## src/rtl/bot_velocity_dispatch.sv

```systemverilog
// bot_velocity_dispatch
//   Snapshots NUM_BOTS (vx, vy) velocity pairs on a rising edge of upd_strobe,
//   waits SETTLE_CYC cycles, then delivers each pair in ascending bot order
//   over a shared valid/ready bus. A per-channel watchdog drops a bot that
//   withholds ready for TIMEOUT_CYC cycles. Strobe edges arriving while a
//   batch is in flight are ignored and counted.
//
// Ports
//   clk, rst_n         system clock, async active-low reset
//   upd_strobe         update request (rising edge detected internally)
//   vx_in, vy_in       packed velocities, bot i at [i*DATA_W +: DATA_W]
//   bot_rdy            per-bot ready; only the selected bot's bit matters
//   out_valid, out_id,
//   out_vx, out_vy     delivery bus
//   busy, done         batch in progress / one-cycle completion pulse
//   timeout_flags      sticky per-bot drop flags (cleared by a good transfer)
//   clamp_flags        per-bot saturation flags of the last snapshot
//   overrun_cnt        saturating count of ignored strobe edges
//
// state    | meaning
// ---------+-------------------------------------------------------------
// S_IDLE   | waiting for a strobe edge
// S_SETTLE | snapshot taken, counting down the settle interval
// S_SCAN   | pick the lowest pending bot at or above ptr, or finish
// S_SEND   | out_valid held until ready or watchdog expiry
// S_DONE   | one-cycle done pulse
module bot_velocity_dispatch #(
  parameter int                NUM_BOTS    = 3,
  parameter int                DATA_W      = 16,
  parameter logic [DATA_W-1:0] VMAX        = {DATA_W{1'b1}},
  parameter int                SETTLE_CYC  = 300,
  parameter int                TIMEOUT_CYC = 1024,
  localparam int               ID_W        = (NUM_BOTS > 1) ? $clog2(NUM_BOTS) : 1
) (
  input  logic                     clk,
  input  logic                     rst_n,
  input  logic                     upd_strobe,
  input  logic [NUM_BOTS*DATA_W-1:0] vx_in,
  input  logic [NUM_BOTS*DATA_W-1:0] vy_in,
  input  logic [NUM_BOTS-1:0]      bot_rdy,
  output logic                     out_valid,
  output logic [ID_W-1:0]          out_id,
  output logic [DATA_W-1:0]        out_vx,
  output logic [DATA_W-1:0]        out_vy,
  output logic                     busy,
  output logic                     done,
  output logic [NUM_BOTS-1:0]      timeout_flags,
  output logic [NUM_BOTS-1:0]      clamp_flags,
  output logic [7:0]               overrun_cnt
);

  localparam int PTR_W = $clog2(NUM_BOTS + 1);
  localparam int SET_W = (SETTLE_CYC > 1) ? $clog2(SETTLE_CYC) : 1;
  localparam int WD_W  = (TIMEOUT_CYC > 1) ? $clog2(TIMEOUT_CYC) : 1;

  typedef enum logic [2:0] {S_IDLE, S_SETTLE, S_SCAN, S_SEND, S_DONE} state_t;

  state_t state, state_nxt;

  logic                strobe_q;
  logic                strobe_rise;
  logic [NUM_BOTS-1:0] pending;
  logic [PTR_W-1:0]    ptr;
  logic [SET_W-1:0]    settle_cnt;
  logic [WD_W-1:0]     wd_cnt;
  logic [DATA_W-1:0]   snap_vx [NUM_BOTS];
  logic [DATA_W-1:0]   snap_vy [NUM_BOTS];

  logic [DATA_W-1:0]   sat_vx [NUM_BOTS];
  logic [DATA_W-1:0]   sat_vy [NUM_BOTS];
  logic [NUM_BOTS-1:0] sat_hit;

  logic                sel_found;
  logic [ID_W-1:0]     sel_idx;
  logic [DATA_W-1:0]   sel_vx;
  logic [DATA_W-1:0]   sel_vy;
  logic                rdy_sel;
  logic                xfer;
  logic                wd_expire;

  assign strobe_rise = upd_strobe & ~strobe_q;

  assign out_valid = (state == S_SEND);
  assign busy      = (state != S_IDLE);
  assign done      = (state == S_DONE);

  // Saturation applied to the live inputs; only latched in IDLE on an edge.
  always_comb begin
    sat_hit = '0;
    for (int i = 0; i < NUM_BOTS; i++) begin
      sat_vx[i]  = (vx_in[i*DATA_W +: DATA_W] > VMAX) ? VMAX : vx_in[i*DATA_W +: DATA_W];
      sat_vy[i]  = (vy_in[i*DATA_W +: DATA_W] > VMAX) ? VMAX : vy_in[i*DATA_W +: DATA_W];
      sat_hit[i] = (vx_in[i*DATA_W +: DATA_W] > VMAX) || (vy_in[i*DATA_W +: DATA_W] > VMAX);
    end
  end

  // Lowest pending index at or above ptr: scan downward so the last hit wins.
  always_comb begin
    sel_found = 1'b0;
    sel_idx   = '0;
    sel_vx    = '0;
    sel_vy    = '0;
    for (int i = NUM_BOTS - 1; i >= 0; i--) begin
      if (pending[i] && (i >= int'(ptr))) begin
        sel_found = 1'b1;
        sel_idx   = ID_W'(i);
        sel_vx    = snap_vx[i];
        sel_vy    = snap_vy[i];
      end
    end
  end

  always_comb begin
    rdy_sel = 1'b0;
    for (int i = 0; i < NUM_BOTS; i++) begin
      if (out_id == ID_W'(i)) rdy_sel = bot_rdy[i];
    end
  end

  assign xfer      = (state == S_SEND) && rdy_sel;
  assign wd_expire = (state == S_SEND) && !rdy_sel && (wd_cnt == '0);

  always_comb begin
    state_nxt = state;
    case (state)
      S_IDLE:   if (strobe_rise) state_nxt = (SETTLE_CYC == 0) ? S_SCAN : S_SETTLE;
      S_SETTLE: if (settle_cnt == '0) state_nxt = S_SCAN;
      S_SCAN:   state_nxt = sel_found ? S_SEND : S_DONE;
      S_SEND:   if (xfer || wd_expire) state_nxt = S_SCAN;
      S_DONE:   state_nxt = S_IDLE;
      default:  state_nxt = S_IDLE;
    endcase
  end

  always_ff @(posedge clk or negedge rst_n) begin
    if (!rst_n) begin
      state <= S_IDLE;
    end else begin
      state <= state_nxt;
    end
  end

  always_ff @(posedge clk or negedge rst_n) begin
    if (!rst_n) begin
      strobe_q      <= 1'b0;
      pending       <= '0;
      ptr           <= '0;
      settle_cnt    <= '0;
      wd_cnt        <= '0;
      out_id        <= '0;
      out_vx        <= '0;
      out_vy        <= '0;
      timeout_flags <= '0;
      clamp_flags   <= '0;
      overrun_cnt   <= '0;
      for (int i = 0; i < NUM_BOTS; i++) begin
        snap_vx[i] <= '0;
        snap_vy[i] <= '0;
      end
    end else begin
      strobe_q <= upd_strobe;

      if (strobe_rise && (state != S_IDLE) && (overrun_cnt != 8'hFF)) begin
        overrun_cnt <= overrun_cnt + 8'd1;
      end

      case (state)
        S_IDLE: begin
          if (strobe_rise) begin
            for (int i = 0; i < NUM_BOTS; i++) begin
              snap_vx[i] <= sat_vx[i];
              snap_vy[i] <= sat_vy[i];
            end
            clamp_flags <= sat_hit;
            pending     <= '1;
            ptr         <= '0;
            // Terminal count at zero gives exactly SETTLE_CYC cycles in SETTLE.
            settle_cnt  <= SET_W'(SETTLE_CYC - 1);
          end
        end
        S_SETTLE: begin
          if (settle_cnt != '0) settle_cnt <= settle_cnt - SET_W'(1);
        end
        S_SCAN: begin
          if (sel_found) begin
            out_id <= sel_idx;
            out_vx <= sel_vx;
            out_vy <= sel_vy;
            wd_cnt <= WD_W'(TIMEOUT_CYC - 1);
          end
        end
        S_SEND: begin
          if (xfer || wd_expire) begin
            for (int i = 0; i < NUM_BOTS; i++) begin
              if (out_id == ID_W'(i)) begin
                pending[i]       <= 1'b0;
                timeout_flags[i] <= wd_expire;
              end
            end
            ptr <= PTR_W'(out_id) + PTR_W'(1);
          end else begin
            wd_cnt <= wd_cnt - WD_W'(1);
          end
        end
        default: ;
      endcase
    end
  end

endmodule

```

## config.mk

```make
export PLATFORM = sky130hd
export DESIGN_NAME = bot_velocity_dispatch
export DESIGN_NICKNAME = d
export VERILOG_FILES = /design/src/rtl/bot_velocity_dispatch.sv
export SDC_FILE = /design/constraint.sdc
export NUM_CORES = 1
export LEC_CHECK = 0
export ABC_AREA = 1
export CAP_MARGIN = 20
export CORE_ASPECT_RATIO = 1.25
export CORE_MARGIN = 3
export CORE_UTILIZATION = 44
export DETAILED_ROUTE_END_ITERATION = 7
export GPL_ROUTABILITY_DRIVEN = 0
export PLACE_DENSITY = 0.72
export SLEW_MARGIN = 10
export SYNTH_ARGS = -nofsm -noshare
export SYNTH_HDL_FRONTEND = slang
export SYNTH_SLANG_ARGS = --single-unit
```

## constraint.sdc

```tcl
create_clock -name clk -period 1.65 [get_ports clk]
set_input_delay 0.495 -clock clk [delete_from_list [all_inputs] [get_ports clk]]
set_output_delay 0.495 -clock clk [all_outputs]
set_load 0.005 [all_outputs]
```

==> metrics.log, run 1 <==
INFO  metric detail_route.iter0.violations = around 400
INFO  metric grt_util_all_layers = 20.9%
INFO  metric worst_ep_required_time = 1.15 ns
INFO  metric pre_cts_ws = -0.417 ns
INFO  metric post-dp-hpwl = 13600 µm
INFO  metric cts_tree = done
INFO  metric syn-instance-count = roughly 800
INFO  metric critical_path.endpoint_type = output pin
INFO  metric global_route.overflow_total = 0
INFO  metric fin_setup_tns = -2.64 ns
INFO  metric netlist-cell-type-count = 30
INFO  metric post_synth_instance_area = about 7800 µm²
INFO  metric synth_top_flop_cell = dfrtp_1
INFO  metric design.final.nets = roughly 1100
INFO  metric viasPerCell = around 5.3
INFO  metric drive_above_1_share = 23.1%
INFO  metric core-area = 17100 µm²
INFO  metric drt_wl_total = 22300 µm
INFO  metric fill_cells = 1307
INFO  metric worst_setup_path_startpoint = state[1]
INFO  metric path_depth_of_the_worst_reg2reg_path = 8
INFO  metric final.setup_skew = 0.0156 ns
INFO  metric grt_pass1_vias = between 6000 and 7000
INFO  metric timing.critical_path.from_type = flip-flop
INFO  metric hold_viol_final = 0
INFO  metric worst_setup_hold_path_clk_slew = roughly 0.060 ns
INFO  metric violations_in_the_final_reports = negative setup slack
INFO  metric power.leakage = around 0.0053 µW
INFO  metric remaining_drc_errors = 0
INFO  metric totalPowerFinal = 21800 µW
INFO  metric r2r_setup_slack = -0.08 ns
INFO  metric numClockSinks = approximately 170
INFO  metric synth_enable_flop_cells = 0
INFO  metric hold_class = in -> async
INFO  metric number_of_cell_rows = 53
INFO  metric drt-pass1-iter-count = 5
INFO  metric fp.dieH = between 150 and 200 µm
INFO  metric synth-async-reset-ratio = 100%
INFO  metric synth.yosys.warnings = 0
INFO  metric setup_viol_count_final = between 80 and 90
INFO  metric cts_buffers = 17
INFO  metric maxClockFrequency = ~0.56 GHz
INFO  metric start_util = between 40% and 50%
INFO  metric layout.core_utilization = between 60% and 70%
INFO  metric htree_levels = 4
INFO  metric layout_min_cycle_time = between 1.5 and 2 ns
INFO  metric worstPathArrival = around 1.3 ns
INFO  metric final_design_area_no_fill = 11300 µm²
INFO  metric initial_antenna_violation_count = 0
INFO  metric die_width = approximately 130 µm
INFO  metric cts-root-to-sink-buffers = 2
INFO  metric cp-endpoint = busy
INFO  metric rsz_0062_raised_after_global_routing = true
INFO  metric clock_tree.root_cell = clkbuf_16
INFO  metric worst_vdd_ir = roughly 910 µV
INFO  metric syn_area_per_cell = about 9.7 µm²
INFO  metric postPlaceCellArea = 9850 µm²
INFO  metric area.growth.synth_to_final = 45.4%
INFO  metric timing.final.max_slew_violations = 0
INFO  metric min_period_over_period = 108%
INFO  metric via_count = roughly 6600
INFO  metric power_per_cell_area = around 1900 nW/µm²
INFO  metric port_buffers = between 100 and 150
INFO  metric crit-reg2reg-capture = snap_vx[20]
INFO  metric clk-insertion-delay-late = about 0.43 ns
INFO  metric ant_nets_after_route = 0
INFO  metric maximum_number_of_pins_on_one_net_before_global_route_repair = 61
INFO  metric outcome = complete, but fails checks
INFO  metric reg2reg_from = state[1]
INFO  metric layout_setup_ws = -0.131 ns
INFO  metric synth_seq_area_share = 54.3%
INFO  metric boundaryPins = ~150
INFO  metric worst_setup_path_class = reg -> out
INFO  metric first_pass_grt_wire_length = 32500 µm
INFO  metric maxCapViolations = 0
INFO  metric postSynthRegisterBits = around 170
INFO  metric fp.dieArea = slightly below 20000 µm²
INFO  metric insertedDiodeCount = 0
INFO  metric routedWlPerCell = 17.7 µm
INFO  metric crit_fanout = 3
## worst min-delay path by stage
stage	from	endpoint	slack, ns
2_1_floorplan	rst_n	out_id[0]	0.20
6_report	rst_n	snap_vx[2]	0.46
4_1_cts	rst_n	snap_vx[2]	0.44
3_5_place_dp	rst_n	snap_vy[43]	0.33
3_3_place_gp	rst_n	snap_vy[43]	0.33
5_1_grt	rst_n	snap_vy[43]	0.46
## logic make-up (layout without fill, tap and decap cells)
group / count (synthesis) / count (layout) / synth area share (%)
simple gates: 376 / 379 / 20.5
flops: 169 / 169 / 54.3
mux: 96 / 96 / 13.9
buf+inv: 82 / 314 / 4.88
compound gates: 60 / 60 / 3.93
xor+xnor: 12 / 12 / 1.35
fa+ha+maj: 7 / 7 / 1.12
other cells: 1 / 3 / 0.0481
## synthesized netlist by cell type (3+ instances only)
master | instances | share of area [%]
a21oi_1 | 36 | 2.3
buf_2 | 16 | 1.0
buf_4 | 12 | 1.2
clkbuf_1 | 10 | 0.48
dfrtp_1 | 169 | 54
ha_1 | 7 | 1.1
inv_1 | 39 | 1.9
inv_2 | 3 | 0.14
mux2_1 | 36 | 5.2
mux2_2 | 60 | 8.7
nand2_1 | 169 | 8.1
nand2_2 | 4 | 0.32
nand3_1 | 104 | 6.7
nor2_1 | 87 | 4.2
nor2_2 | 3 | 0.24
nor3_1 | 3 | 0.19
o21ai_0 | 13 | 0.83
o21ai_1 | 8 | 0.51
xnor2_1 | 3 | 0.34
xor2_1 | 9 | 1.0
## sequential cells by signal, indices dropped and copies added, names as in the netlist
signal / count
out_id: 2
out_vx: 16
out_vy: 16
overrun_cnt: 8
pending: 3
ptr: 2
settle_cnt: 9
snap_vx: 48
snap_vy: 48
state: 3
strobe_q: 1
timeout_flags: 3
wd_cnt: 10
## area by class of cell
class / instances / area, µm² / area share (%)
multi-input cells: 557 / 3450 / 30.4
clock buffers: 18 / 439 / 3.88
repair buffers: 240 / 2540 / 22.5
inverters: 42 / 180 / 1.59
well taps: 220 / 275 / 2.43
flip-flops and latches: 169 / 4230 / 37.3
clock inverters: 14 / 218 / 1.92
## cell usage in the layout, fill, tap and decap left out, types with 4 or more instances in the layout
| master | instances |
|---|---|
| clkdlybuf4s50_1 | 100 |
| o21ai_0 | 12 |
| inv_1 | 30 |
| inv_2 | 9 |
| xor2_1 | 9 |
| buf_6 | 19 |
| buf_4 | 49 |
| dfrtp_1 | 169 |
| mux2_2 | 60 |
| bufinv_16 | 5 |
| clkbuf_16 | 26 |
| nor2_1 | 80 |
| nor2_2 | 5 |
| nand2_8 | 4 |
| nand3_1 | 100 |
| nor2_4 | 5 |
| o21ai_1 | 9 |
| inv_6 | 5 |
| nand2_2 | 6 |
| mux2_1 | 30 |
| mux2_4 | 6 |
| nand3_2 | 4 |
| buf_12 | 10 |
| a21oi_1 | 36 |
| dlygate4sd2_1 | 45 |
| nand2_1 | 164 |
## metal layers
metal | wire [µm] | track usage (%) | vias up | share of wire [%]
li1 | - | - | 3100 | -
met1 | 8600 | 25.0 | 3334 | 39
met2 | 12200 | 37.7 | 185 | 55
met3 | 1130 | 5.04 | 26 | 5.1
met4 | 305 | 5.89 | 0 | 1.4
met5 | 0 | 0 | - | 0
## critical path, stage by stage, from the launching register on
cell     delay (ns)
dfrtp_1        0.40
buf_6          0.14
nor2_4         0.11
nand2_2        0.08
buf_6          0.13
## per-stage QoR
stage / hold WS, ns / instances
6_report: 0.455 / 1260
5_1_grt: 0.457 / 1260
4_1_cts: 0.439 / 1232
3_5_place_dp: 0.330 / 1181
3_3_place_gp: 0.329 / 1181
2_1_floorplan: 0.199 / 805
## power breakdown
part | total (µW) | internal, µW | switching [µW]
logic | 9970 | 4760 | 5210
clock network | 4450 | 2740 | 1720
registers | 7340 | 6150 | 1190
total | 21800 | 13600 | 8120
## what timing repair did
item,CTS,global route
pin swaps,3,8
gates cloned,0,18
buffers inserted,18,10
gates resized for setup,75,70
setup endpoints to repair,51,166
hold endpoints to repair,7,0
hold buffers,1,0
Note: power is estimated with default switching activity, not from simulation.
==> run 2: changes to the inputs <==
--- a/config.mk
+++ b/config.mk
@@ -6,7 +6,7 @@
 export NUM_CORES = 1
 export LEC_CHECK = 0
 export ABC_AREA = 1
-export CAP_MARGIN = 20
+export CAP_MARGIN = 10
 export CORE_ASPECT_RATIO = 1.25
 export CORE_MARGIN = 3
 export CORE_UTILIZATION = 44
==> results of run 2 <==
Same layout as run 1: the final DEF is identical, and so are final timing and power.
